## config.mk

```make
export PLATFORM = sky130hd
export DESIGN_NAME = ps2_rx_controller
export DESIGN_NICKNAME = d
export VERILOG_FILES = /design/src/rtl/ps2_pkg.sv /design/src/rtl/ps2_line_sync.sv /design/src/rtl/ps2_rx_controller.sv
export SDC_FILE = /design/constraint.sdc
export NUM_CORES = 1
export LEC_CHECK = 0
export CORE_UTILIZATION = 55
export DETAILED_ROUTE_END_ITERATION = 6
export GPL_ROUTABILITY_DRIVEN = 0
export PLACE_DENSITY = 0.75
export SYNTH_ARGS = -nofsm -noshare
export SYNTH_HDL_FRONTEND = slang
export SYNTH_SLANG_ARGS = --single-unit
```

## constraint.sdc

```tcl
create_clock -name sysClock -period 3.5 [get_ports sysClock]
set_clock_uncertainty 0.05 [all_clocks]
set_input_delay 0.7 -clock sysClock [delete_from_list [all_inputs] [get_ports sysClock]]
set_output_delay 0.7 -clock sysClock [all_outputs]
set_load 0.05 [all_outputs]
```

## src/rtl/ps2_pkg.sv

```systemverilog
// Shared PS/2 receive definitions: controller states, frame geometry and the
// frame acceptance rule.
package ps2_pkg;

  typedef enum logic [2:0] {
    IDLE,
    SHIFT,
    CHECK,
    HOLD,
    ERROR,
    INHIBIT
  } ps2_rx_state_t;

  localparam int PS2_DATA_BITS  = 8;
  localparam int PS2_FRAME_TAIL = 10;

  // Tail layout after the start bit: [7:0] data LSB-first, [8] parity, [9] stop.
  function automatic logic ps2_frame_ok(input logic [PS2_FRAME_TAIL-1:0] tail);
    return (^tail[PS2_DATA_BITS:0]) & tail[PS2_FRAME_TAIL-1];
  endfunction

endpackage

```

## src/rtl/ps2_line_sync.sv

```systemverilog
// Two-flop synchronizer for the PS/2 clock line with a one-cycle strobe on
// each synchronized high-to-low transition.
module ps2_line_sync (
  input  logic clk,
  input  logic rst_n,
  input  logic line,
  output logic fall
);

  logic meta_reg;
  logic sync_reg;
  logic prev_reg;

  // Idle level of the line is high, so every stage resets to 1.
  always_ff @(posedge clk or negedge rst_n) begin
    if (!rst_n) begin
      meta_reg <= 1'b1;
      sync_reg <= 1'b1;
      prev_reg <= 1'b1;
    end else begin
      meta_reg <= line;
      sync_reg <= meta_reg;
      prev_reg <= sync_reg;
    end
  end

  assign fall = prev_reg & ~sync_reg;

endmodule

```

## src/rtl/ps2_rx_controller.sv

```systemverilog
// PS/2 host receive controller: captures keyboard frames, validates parity and
// stop bit, and presents scan codes over valid/ready while inhibiting the keyboard.
module ps2_rx_controller
  import ps2_pkg::*;
#(
  parameter int TIMEOUT_CYCLES = 20000,
  parameter int INHIBIT_CYCLES = 5000
) (
  input  logic       sysClock,
  input  logic       sysResetN,
  input  logic       inKeyClk,
  input  logic       regInData,
  output logic       outKeyClk,
  output logic [7:0] scanCode,
  output logic       scanValid,
  input  logic       scanReady,
  output logic       frameError,
  output logic [7:0] errorCount
);

  localparam int TO_W  = $clog2(TIMEOUT_CYCLES + 1);
  localparam int INH_W = $clog2(INHIBIT_CYCLES + 1);
  localparam int CNT_W = $clog2(PS2_FRAME_TAIL + 1);

  localparam logic [TO_W-1:0]  TIMEOUT_LIMIT = TO_W'(TIMEOUT_CYCLES);
  localparam logic [INH_W-1:0] INHIBIT_LAST  = INH_W'(INHIBIT_CYCLES - 1);
  localparam logic [CNT_W-1:0] STOP_BIT_IDX  = CNT_W'(PS2_FRAME_TAIL - 1);

  logic key_fall;
  logic data_meta_reg;
  logic data_sync_reg;

  ps2_rx_state_t               state_reg,       state_next;
  logic [CNT_W-1:0]            bit_cnt_reg,     bit_cnt_next;
  logic [PS2_FRAME_TAIL-1:0]   shift_reg,       shift_next;
  logic [TO_W-1:0]             timeout_reg,     timeout_next;
  logic [INH_W-1:0]            inhibit_reg,     inhibit_next;
  logic [PS2_DATA_BITS-1:0]    scan_code_reg,   scan_code_next;
  logic                        scan_valid_reg,  scan_valid_next;
  logic                        frame_error_reg, frame_error_next;
  logic [7:0]                  error_count_reg, error_count_next;
  logic                        key_inhibit_reg, key_inhibit_next;

  ps2_line_sync u_key_clk_sync (
    .clk   (sysClock),
    .rst_n (sysResetN),
    .line  (inKeyClk),
    .fall  (key_fall)
  );

  // Data needs only its synchronized level; it shares the clock's latency.
  always_ff @(posedge sysClock or negedge sysResetN) begin
    if (!sysResetN) begin
      data_meta_reg <= 1'b1;
      data_sync_reg <= 1'b1;
    end else begin
      data_meta_reg <= regInData;
      data_sync_reg <= data_meta_reg;
    end
  end

  always_ff @(posedge sysClock or negedge sysResetN) begin
    if (!sysResetN) begin
      state_reg       <= IDLE;
      bit_cnt_reg     <= '0;
      shift_reg       <= '0;
      timeout_reg     <= '0;
      inhibit_reg     <= '0;
      scan_code_reg   <= '0;
      scan_valid_reg  <= 1'b0;
      frame_error_reg <= 1'b0;
      error_count_reg <= '0;
      key_inhibit_reg <= 1'b0;
    end else begin
      state_reg       <= state_next;
      bit_cnt_reg     <= bit_cnt_next;
      shift_reg       <= shift_next;
      timeout_reg     <= timeout_next;
      inhibit_reg     <= inhibit_next;
      scan_code_reg   <= scan_code_next;
      scan_valid_reg  <= scan_valid_next;
      frame_error_reg <= frame_error_next;
      error_count_reg <= error_count_next;
      key_inhibit_reg <= key_inhibit_next;
    end
  end

  always_comb begin
    state_next       = state_reg;
    bit_cnt_next     = bit_cnt_reg;
    shift_next       = shift_reg;
    timeout_next     = timeout_reg;
    inhibit_next     = inhibit_reg;
    scan_code_next   = scan_code_reg;
    scan_valid_next  = scan_valid_reg;
    error_count_next = error_count_reg;

    unique case (state_reg)
      IDLE: begin
        // A high data level on a falling edge is not a start bit; drop it quietly.
        if (key_fall && !data_sync_reg) begin
          state_next   = SHIFT;
          bit_cnt_next = '0;
          timeout_next = '0;
        end
      end
      SHIFT: begin
        if (key_fall) begin
          shift_next   = {data_sync_reg, shift_reg[PS2_FRAME_TAIL-1:1]};
          bit_cnt_next = bit_cnt_reg + 1'b1;
          timeout_next = '0;
          if (bit_cnt_reg == STOP_BIT_IDX) begin
            state_next = CHECK;
          end
        end else if (timeout_reg == TIMEOUT_LIMIT) begin
          state_next = ERROR;
        end else begin
          timeout_next = timeout_reg + 1'b1;
        end
      end
      CHECK: begin
        if (ps2_frame_ok(shift_reg)) begin
          scan_code_next  = shift_reg[PS2_DATA_BITS-1:0];
          scan_valid_next = 1'b1;
          state_next      = HOLD;
        end else begin
          state_next = ERROR;
        end
      end
      HOLD: begin
        if (scanReady) begin
          scan_valid_next = 1'b0;
          state_next      = IDLE;
        end
      end
      ERROR: begin
        if (error_count_reg != 8'hFF) begin
          error_count_next = error_count_reg + 8'd1;
        end
        shift_next   = '0;
        bit_cnt_next = '0;
        inhibit_next = '0;
        state_next   = INHIBIT;
      end
      INHIBIT: begin
        if (inhibit_reg == INHIBIT_LAST) begin
          state_next = IDLE;
        end else begin
          inhibit_next = inhibit_reg + 1'b1;
        end
      end
      default: state_next = IDLE;
    endcase

    // Registered from the next state so they line up with the state itself.
    frame_error_next = (state_next == ERROR);
    key_inhibit_next = (state_next == HOLD) || (state_next == INHIBIT);
  end

  assign outKeyClk  = key_inhibit_reg;
  assign scanCode   = scan_code_reg;
  assign scanValid  = scan_valid_reg;
  assign frameError = frame_error_reg;
  assign errorCount = error_count_reg;

endmodule
```

After elaboration in Yosys (flattened, before gate mapping)
Index checks and enable logic that the tools add are counted.
- multiplexer cells: 22
- add/sub/neg operators: 4
- bitwise logic cells: 3
- eq/ne operators: 18
- reductions and logical operators: 17
- operator list (cell ; count):
    $mux 15 ; 3
    $pmux 15 s2 ; 1
    $pmux 13 s2 ; 1
    $mux 3 ; 7
    $pmux 10 s2 ; 1
    $pmux 3 s6 ; 1
    $add 15x1->15 const B ; 1
    $eq 15x15->1 const B ; 1
    $add 13x1->13 const B ; 1
    $eq 13x13->1 const B ; 1
    $mux 13 ; 1
    $eq 3x3->1 const B ; 4
    $pmux 4 s3 ; 1
    $mux 10 ; 1
    $ne 2x2->1 const B ; 5
    $eq 3x2->1 const B ; 3
    $reduce_and 3->1 ; 3
    $reduce_xor 9->1 ; 1
    $add 8x1->8 const B ; 1
    $mux 4 ; 2
    $ne 8x8->1 const B ; 1
    $reduce_and 2->1 ; 4
    $reduce_bool 2->1 ; 4
    $add 4x1->4 const B ; 1
    other kinds (12) ; 14
- bits of input ports: 5
- output and inout port bits: 19
- bits in registers: 69
- logic and storage cells: 79

Longest topological paths before layout
- depth in word-level cells: 7
- gate-level depth with buffers: 8
- depth with buffers taken out: 7

By module
From an unflattened synthesis, not the netlist that was laid out.
- cell total of the unflattened synthesis: 337
- area total of the unflattened synthesis: 3377.0 um2
- by module, submodules not included (module ; sequential area each (um2) ; cells each ; area an instance (um2) ; times used):
    ps2_rx_controller ; 1654.1 ; 333 ; 3284.4 ; 1
    ps2_line_sync ; 78.8 ; 4 ; 92.6 ; 1

Worst setup path before layout
Ideal clock, no wire load.
- kind: register to register
- start point: reg shift_reg[4]
- end point: reg scan_code_reg[0], in the netlist scanCode[0]
- path buffers: 0
- clock period less this slack: 2060 ps
- setup time: 125 ps
- path slack: 1440 ps
- cell stages (with the launch flop): 5
- required time: 3325 ps
- data arrival time: 1885 ps
- cells stage by stage: dfrtp_1 > xnor3_4 > or3b_4 > mux2i_4 > mux2_2
- cells in the longest elaborated chain, start to end: 3
- RTL lines (item ; RTL line ; RTL):
    start: declaration ; ps2_rx_controller.sv:35 ; logic [PS2_FRAME_TAIL-1:0] shift_reg, shift_next;
    start signal: assignment ; ps2_rx_controller.sv:77 ; shift_reg <= shift_next;
    $reduce_xor 9->1 ; ps2_pkg.sv:19 ; return (^tail[PS2_DATA_BITS:0]) & tail[PS2_FRAME_TAIL-1];
    $and 1x1->1 ; ps2_pkg.sv:19 ;
    $reduce_and 2->1 (no source line) ; -- ;
    end signal: assignment ; ps2_rx_controller.sv:80 ; scan_code_reg <= scan_code_next;
    end: declaration ; ps2_rx_controller.sv:38 ; logic [PS2_DATA_BITS-1:0] scan_code_reg, scan_code_next;
No other way between the ends.
A chain may end at the register's enable or synchronous reset.

Worst setup path after layout
- start point: reg state_reg[0]
- end point: reg timeout_reg[2]
- cells in the longest elaborated chain, start to end: 3
- elaborated cells between the ends (all ways): 7
- classes of those cells: eq/ne: 3; mux: 1; reduce/logical: 3
- RTL lines (item ; RTL line ; RTL):
    start: declaration ; ps2_rx_controller.sv:33 ; ps2_rx_state_t state_reg, state_next;
    start signal: assignment ; ps2_rx_controller.sv:75 ; state_reg <= state_next;
    $eq 3x1->1 or $logic_not 3->1 (tied branches) ; ps2_rx_controller.sv:98 ; unique case (state_reg)
    $ne 3x3->1 (no source line) (tied with other cells) ; -- ;
    $reduce_and 3->1 (no source line) ; -- ;
    end signal: assignment ; ps2_rx_controller.sv:78 ; timeout_reg <= timeout_next;
    end: declaration ; ps2_rx_controller.sv:36 ; logic [TO_W-1:0] timeout_reg, timeout_next;
Parallel ways exist; a longest one is shown, timed or not.

==> impl_metrics.env <==
export IMPL_post_cts_buffers=0
export IMPL_vias=2579
export IMPL_fin_area_sq_um=3890
export IMPL_numCtsBuffers=9
export IMPL_critPathArrivalTime_ps=2600
export IMPL_die_area_sq_um=6460
export IMPL_viasPerCell=5.92
export IMPL_worst_pin_slew_ps=972
export IMPL_die_y_microns=80.4
export IMPL_hp_class="in2async"
export IMPL_synthTopCellsByArea="dfrtp_1 (47%), nand2_1 (5.0%), nand3_1 (4.4%), dfstp_2 (3.9%), xor2_1 (3.6%)"
export IMPL_cp_start_kind="register"
export IMPL_track_usage_pct=22.2
export IMPL_yosysTopAreaCell="dfrtp_1"
export IMPL_r2r_slack_ps=1080
export IMPL_slew_headroom_pct=34.7
export IMPL_synthArstFlopShare_pct=100
export IMPL_hpwl_microns=4360
export IMPL_cts_repair_resized=0
export IMPL_cp_end_kind="register"
export IMPL_first_pass_iters=4
export IMPL_clock_path_buffers=2
export IMPL_wl_per_cell_microns=14.9
export IMPL_maxCapViolCount=0
export IMPL_crit_required_ps=3670
export IMPL_drc=0
export IMPL_synth_warnings=0
export IMPL_use_met2_pct=33.2
export IMPL_ys_flop_type="dfrtp_1"
export IMPL_start_util_pct=57.1
export IMPL_ys_seq_elements=69
export IMPL_syn_avg_cell_area_sq_um=10.3
export IMPL_top_usage_layer="met2"
export IMPL_min_period_over_period_pct=69.3
export IMPL_worstPathCellList="nor3b_1 > o21ai_1 > and2_0 > a221o_1"
export IMPL_cts_root_buf="clkbuf_8"
export IMPL_cp_slowest_stage_delay_ps=550
export IMPL_clock_latency_ps=350
export IMPL_drt_iter0_drc=171
export IMPL_finalCriticalPeriod_ps=2420
export IMPL_fmax_ghz=0.412
export IMPL_use_met3_pct=4.09
export IMPL_cp_slowest_cell="dfrtp_1"
export IMPL_status="finished, final reports clean"
export IMPL_placed_cell_area_sq_um=3680
export IMPL_crit_buf_inv=0
export IMPL_syn_nets=340
export IMPL_cts_htree_levels=3
export IMPL_crit_fanout=14
export IMPL_io_pins=24
export IMPL_synthMuxAreaShare_pct=3.96
export IMPL_synth_xor_area_share_pct=7.25
export IMPL_final_common_cell="dfrtp_1"
export IMPL_ctsHoldBuffers=0
export IMPL_n_antenna_cell=0
export IMPL_antenna_found_initial=0
export IMPL_ys_seq_area_share_pct=51.3
export IMPL_grt_pass1_wl_microns=10800
export IMPL_die_width_microns=80.4
export IMPL_setup_viol=0
export IMPL_portBuffers=23
export IMPL_fp_row_count=28
export IMPL_critPathKind="reg2reg"
export IMPL_crit_family="simple AND/OR/NAND/NOR gates"
export IMPL_synth_edf_count=0
export IMPL_synth_top_area_share_pct=47.4
export IMPL_synth_cell_types=48
export IMPL_ir_worst_vdd_uv=539
export IMPL_drive_gt1_share_pct=12.2
export IMPL_core_area_sq_um=5920
export IMPL_cts_sink_count=69
export IMPL_final_cell_mix="dfrtp_1 (64), nand2_1 (45), nand3_1 (30), clkdlybuf4s50_1 (22), nor2_1 (18)"
export IMPL_cts_tree="yes"
export IMPL_rsz0062_at_grt="no"
export IMPL_area_delta_synth_final_pct=15.1
export IMPL_synth_compound_area_share_pct=11.5
export IMPL_synthSimpleGateAreaFrac_pct=21.9
export IMPL_largest_reg_flops=15
export IMPL_p_per_area_nw_per_um2=603
export IMPL_use_met1_pct=31.1
export IMPL_grt_max_degree=38
export IMPL_synth_fa_ha_area_share_pct=2.22
export IMPL_fin_nets=367
export IMPL_slew_viol_final=0
export IMPL_syn_instance_count=329
export IMPL_p_leak_nw=1.78
export IMPL_finalWirelength_microns=6500
export IMPL_final_hold_violation_count=0
export IMPL_synth_top_family_by_area="simple AND/OR/NAND/NOR gates"
export IMPL_p_total_mw=2.35
export IMPL_globalRoute_totalOverflow=0
export IMPL_setup_tns_ps=0
export IMPL_ant_nets=0
export IMPL_grt_pass1_vias=2307
export IMPL_syn_area_sq_um=3380
export IMPL_clkSlewWorstSetupHoldPaths_ps=80
-- worst register-to-register path, delay by kind of cell (launching register included) --
kind / cells / cell delay [ps]
compound gates: 2 / 710
flops: 1 / 550
simple gates: 2 / 1000
-- stage by stage --
step / util [%] / hold WS, ps / setup WS, ps / std cells
after floorplan: - / 295 / 1440 / 329
after detailed placement: 62.2 / 297 / 1080 / 420
final: 65.7 / 81.9 / 1080 / 436
after global placement: 62.2 / 297 / 1190 / 420
after global routing: 65.7 / 70.0 / 902 / 436
after CTS: 65.7 / 75.8 / 1090 / 436
-- synth_stat cells, types with 4 or more instances --
library cell	count
a21o_1	11
a21oi_1	10
and3_1	5
buf_2	4
clkbuf_1	7
dfrtp_1	64
dfstp_2	5
ha_1	6
inv_1	5
mux2_2	9
nand2_1	45
nand3_1	30
nand4_1	13
nor2_1	18
nor2b_1	7
o211ai_1	4
o21ai_0	10
o31ai_1	8
xnor2_1	8
xor2_1	14
-- where the power goes --
part | leakage (nW) | internal, mW | switching, mW | total [mW]
registers | 0.926 | 0.902 | 0.142 | 1.04
logic | 0.753 | 0.242 | 0.391 | 0.634
clock network | 0.0991 | 0.353 | 0.318 | 0.671
total | 1.78 | 1.50 | 0.851 | 2.35
-- layout make-up --
type,instances,area [sq um]
flip-flops and latches,69,1730
clock inverters,6,71.3
multi-input cells,244,1580
well taps,75,93.8
clock buffers,10,138
inverters,5,18.8
fillers,468,2030
repair buffers,27,255
-- routing by layer --
metal | vias up | share of wire [%]
met5 | - | 0
li1 | 1241 | -
met3 | 10 | 3.4
met4 | 0 | 2.0
met1 | 1268 | 48
met2 | 60 | 46
-- path summary, 6_finish.rpt --
path	startpoint	end	depth (start not counted)
max in group asynchronous	sysResetN	inhibit_reg[8]	2
worst max-delay path	state_reg[0]	timeout_reg[2]	4
worst min register to register	data_meta_reg	data_sync_reg	0
worst min-delay path	sysResetN	bit_cnt_reg[3]	1
worst max register to register	state_reg[0]	timeout_reg[2]	4
min in group sysClock	data_meta_reg	data_sync_reg	0
-- cell families after synthesis --
kind of cell | count (synthesis)
buf+inv | 16
simple gates | 145
mux | 11
fa+ha+maj | 6
flops | 69
xor+xnor | 24
compound gates | 58
Power figures use the tool's default switching activity.
==> RTL edit 1: new RTL, same settings <==
Compare `bit_cnt_reg` against `STOP_BIT_IDX` with >= in place of ==.
--- a/src/rtl/ps2_rx_controller.sv
+++ b/src/rtl/ps2_rx_controller.sv
@@ -109,7 +109,7 @@
           shift_next   = {data_sync_reg, shift_reg[PS2_FRAME_TAIL-1:1]};
           bit_cnt_next = bit_cnt_reg + 1'b1;
           timeout_next = '0;
-          if (bit_cnt_reg == STOP_BIT_IDX) begin
+          if (bit_cnt_reg >= STOP_BIT_IDX) begin
             state_next = CHECK;
           end
         end else if (timeout_reg == TIMEOUT_LIMIT) begin
Function: same outputs for any inputs over 10 cycles, from zero or initial values and one cycle with sysResetN low; that may be too few to reach the edited logic, so the function may still have changed.
==> RTL edit 1 against the original RTL <==
Routed wire length is 1.9% higher; total power rose by 5.4%; setup slack improved by 0.064 ns; first-iteration DRC count fell by 15%; sequential share of layout area fell by 0.92 points; hold slack better by 0.21 ns; cell area is 2.1% higher; sequential cell count stayed put; synthesized area rose by 3.8%.
==> RTL edit 1: results (changes against the original RTL) <==
- Post-Route WL: 6620 um (+1.9%)
- CP top delay family: buffers and inverters
- P_seq: 1.08 mW (+4%)
- 1st-iter DRT viols: 145 (-15%)
- WL met1: 3410 um (+8.4%)
- Post-synthesis mux area share: 3.85% (-0.11 points)
- Pint: 1.54 mW (+2.7%)
- Area after DPL: 0.00378 mm^2 (+2.5%)
- Status: finished clean
- Crit-path max cell delay: 0.83 ns (+0.28 ns)
- Nets: 378 (+3.0%)
- Worst-path fanout max: 6 (-8)
- Yosys cell types: 51 (+6.3%)
- Critical path arrival: 1.61 ns (-0.99 ns)
- Reg2reg end: timeout_reg[13]
- Dpl hpwl: 4550 um (+4.3%)
- Largest net degree at the start of global routing: 27 (-29%)
- Worst reg2reg path depth: 5 (+1)
- Switching Fraction: 37.9% (+1.7 points)
- Synth Area in Compound Gates: 10.3% (-1.2 points)
- Share of layout cells above drive strength 1: 12.9% (+0.75 points)
- First-pass GRT wire length: 11100 um (+3.3%)
- Met1 Use GR: 31.8% (+0.66 points)
- Slew headroom: 47.0% (+12 points)
- Worst VDD drop: 417 uV (-23%)
- Vias in the first global route: 2374 (+2.9%)
- Met3 wire length: 193 um (-12%)
- Register area share after synthesis: 49.4% (-1.9 points)
- Met3 GRT Util: 4.00% (-0.091 points)
- Syn nets: 356 (+4.7%)
- Slowest cell on crit path: clkdlybuf4s50_1
- Tcrit/Tclk final: 67.4% (-1.8 points)
- Comb pwr share: 30.7% (+3.7 points)
- Top cells by area, synth: dfrtp_1 46%, nand2_1 4.3%, dfstp_2 3.7%, nand3_1 3.6%, mux2_2 3.2%
- R2r startpoint: timeout_reg[7]
- Vias per inst: 5.75 (-2.8%)
- Worst setup path start: errorCount[3]
[RTL edit 1: logic make-up (layout without fill, tap and decap cells)]
group,count (synthesis),after routing
xor gates and xnor gates,23,23
AOI/OAI and AO/OA,52,52
adders and majority gates,7,7
DFF,69,69
and+or+nand+nor,156,156
buffers and inverters,26,53
muxes,11,11
[RTL edit 1: through the flow]
| stage | std cells | hold slack [ns] |
|---|---|---|
| floorplan | 344 | 0.295 |
| global placement | 430 | 0.296 |
| detailed placement | 430 | 0.298 |
| CTS | 446 | 0.293 |
| global route | 446 | 0.314 |
| finish | 446 | 0.292 |
[RTL edit 1: final cells by class]
type | count | area (um^2)
Inverter | 10 | 37.5
Clock inverter | 7 | 73.8
Fill cell | 484 | 2050
Tap cell | 75 | 93.8
Sequential cell | 69 | 1730
Multi-Input combinational cell | 249 | 1660
Timing Repair Buffer | 27 | 255
Clock buffer | 9 | 124
==> RTL edit 2: new RTL, same flow settings <==
Made on the original files. Set the parameter `INHIBIT_CYCLES` to 1250 (it was 5000).
--- a/src/rtl/ps2_rx_controller.sv
+++ b/src/rtl/ps2_rx_controller.sv
@@ -4,7 +4,7 @@
   import ps2_pkg::*;
 #(
   parameter int TIMEOUT_CYCLES = 20000,
-  parameter int INHIBIT_CYCLES = 5000
+  parameter int INHIBIT_CYCLES = 1250
 ) (
   input  logic       sysClock,
   input  logic       sysResetN,
Function: same outputs for any inputs over 10 cycles, from zero or initial values and one cycle with sysResetN low; that may be too few to reach the edited logic, so the function may still have changed.
==> RTL edit 2 against the original RTL <==
Cell count shrank 3.0%; count of clock-buffer cells in the layout is the same; core utilization is 1.1 points higher; sequential share of layout area shrank 0.19 points; total power decreased by 7.5%; routed wire length is 0.86% lower; die area shrank 1.4%; sequential cell count fell by 2; cell area shrank 2.5%; clock power shrank 14%; setup slack better by 0.069 ns; synthesized area is 1.4% lower; critical path type is now reg -> out; largest cell class unchanged; highest routed layer unchanged.
==> RTL edit 2: results (changes against the original RTL) <==
- Slowest cell on crit path: clkdlybuf4s50_1
- Slew headroom: 30.9% (-3.8 points)
- Placed cells: 407 (-3.1%)
- Critical path arrival: 1.61 ns (-0.99 ns)
- M2 GR Usage: 35.2% (+2.0 points)
- Share of layout cells above drive strength 1: 10.8% (-1.4 points)
- Hold Crit Class: reg -> reg
- Post-Route WL: 6440 um (-0.86%)
- Mean area per synthesized cell: 10.4 um^2 (+0.74%)
- Wire per inst: 15.2 um (+2.2%)
- Met3 GRT Util: 6.51% (+2.4 points)
- Vias: 2381 (-7.7%)
- Synth Area in Compound Gates: 10.2% (-1.3 points)
- Post-synthesis mux area share: 7.96% (+4.0 points)
- First-pass GRT wire length: 11000 um (+2.2%)
- Largest net degree at the start of global routing: 35 (-7.9%)
- Yosys cell types: 50 (+4.2%)
- 1st-iter DRT viols: 110 (-36%)
- FFs w/ async S/R, synth: 100% (unchanged)
- Nets: 358 (-2.5%)
- Most frequent cells after synthesis: 62 x dfrtp_1, 43 x nand2_1, 24 x a21oi_1
- Status: finished clean
- ANT cells: 0 (unchanged)
- Leakage power: 1.62 nW (-8.7%)
- Crit-path max cell delay: 0.83 ns (+0.28 ns)
- Post-Synth Adder-Cell Area: 2.63% (+0.41 points)
- Worst VDD drop: 532 uV (-1.3%)
- Register area share after synthesis: 50.5% (-0.77 points)
- Met1 Use GR: 30.9% (-0.17 points)
- Post-synth top area share: 46.5% (-0.83 points)
- Top cells by area, synth: dfrtp_1 47%, nand2_1 4.8%, dfstp_2 3.9%, xnor2_1 3.7%, a21oi_1 3.6%
- Syn nets: 334 (-1.8%)
- CP top delay family: buffers and inverters
- Post-Synth XOR/XNOR Area: 6.08% (-1.2 points)
- Die ar.: 0.00638 mm^2 (-1.4%)
- Dpl hpwl: 4420 um (+1.2%)
- Total track usage: 23.0% (+0.82 points)
- Area after DPL: 0.00362 mm^2 (-1.8%)
- Worst-path fanout max: 5 (-9)
[RTL edit 2: area by class of cell]
cell class                 instances  area [um^2]
clock inverter                     6         41.3
inverter                          11         41.3
tap                               72         90.1
fill                             463         1880
sequential                        67         1680
timing repair buffer              24          245
multi-input combinational        233         1560
clock buffer                      10          138
[RTL edit 2: layer usage]
metal | routed length [um] | vias up
met5 | 0 | -
met4 | 99 | 0
met3 | 261 | 10
met2 | 2950 | 54
met1 | 3130 | 1134
li1 | - | 1183
[RTL edit 2: path summary, 6_finish.rpt]
| kind | start | to | slack [ns] | depth (start not counted) |
|---|---|---|---|---|
| worst min-delay path | u_key_clk_sync.meta_reg | u_key_clk_sync.sync_reg | 0.31 | 0 |
| worst max register to register | state_reg[0] | scanCode[4] | 1.18 | 4 |
| min in group asynchronous | sysResetN | inhibit_reg[7] | 0.37 | 1 |
| max in group asynchronous | sysResetN | timeout_reg[9] | 2.39 | 2 |
| worst max-delay path | errorCount[2] | errorCount[2] | 1.14 | 1 |
| worst min register to register | u_key_clk_sync.meta_reg | u_key_clk_sync.sync_reg | 0.31 | 0 |
[RTL edit 2: kinds of logic (layout without fill, tap and decap cells)]
logic type,after synthesis,after routing
muxes,21,21
AOI/OAI and AO/OA,56,56
adders and majority gates,7,7
xor gates and xnor gates,20,20
buffers and inverters,22,51
DFF,67,67
and+or+nand+nor,129,129
[RTL edit 2: stage by stage]
step / setup WS, ns / total power, mW
CTS: 1.14 / 2.19
global placement: 1.28 / 1.58
floorplan: 1.41 / 1.45
global route: 1.02 / 2.30
detailed placement: 1.18 / 1.61
finish: 1.14 / 2.17
[RTL edit 2: power breakdown]
part,internal [mW],total [mW],leakage [nW],switching (mW)
Combinational,0.234,0.607,0.642,0.374
Sequential,0.868,0.988,0.899,0.120
Clock,0.274,0.578,0.0843,0.303
Total,1.38,2.17,1.62,0.796
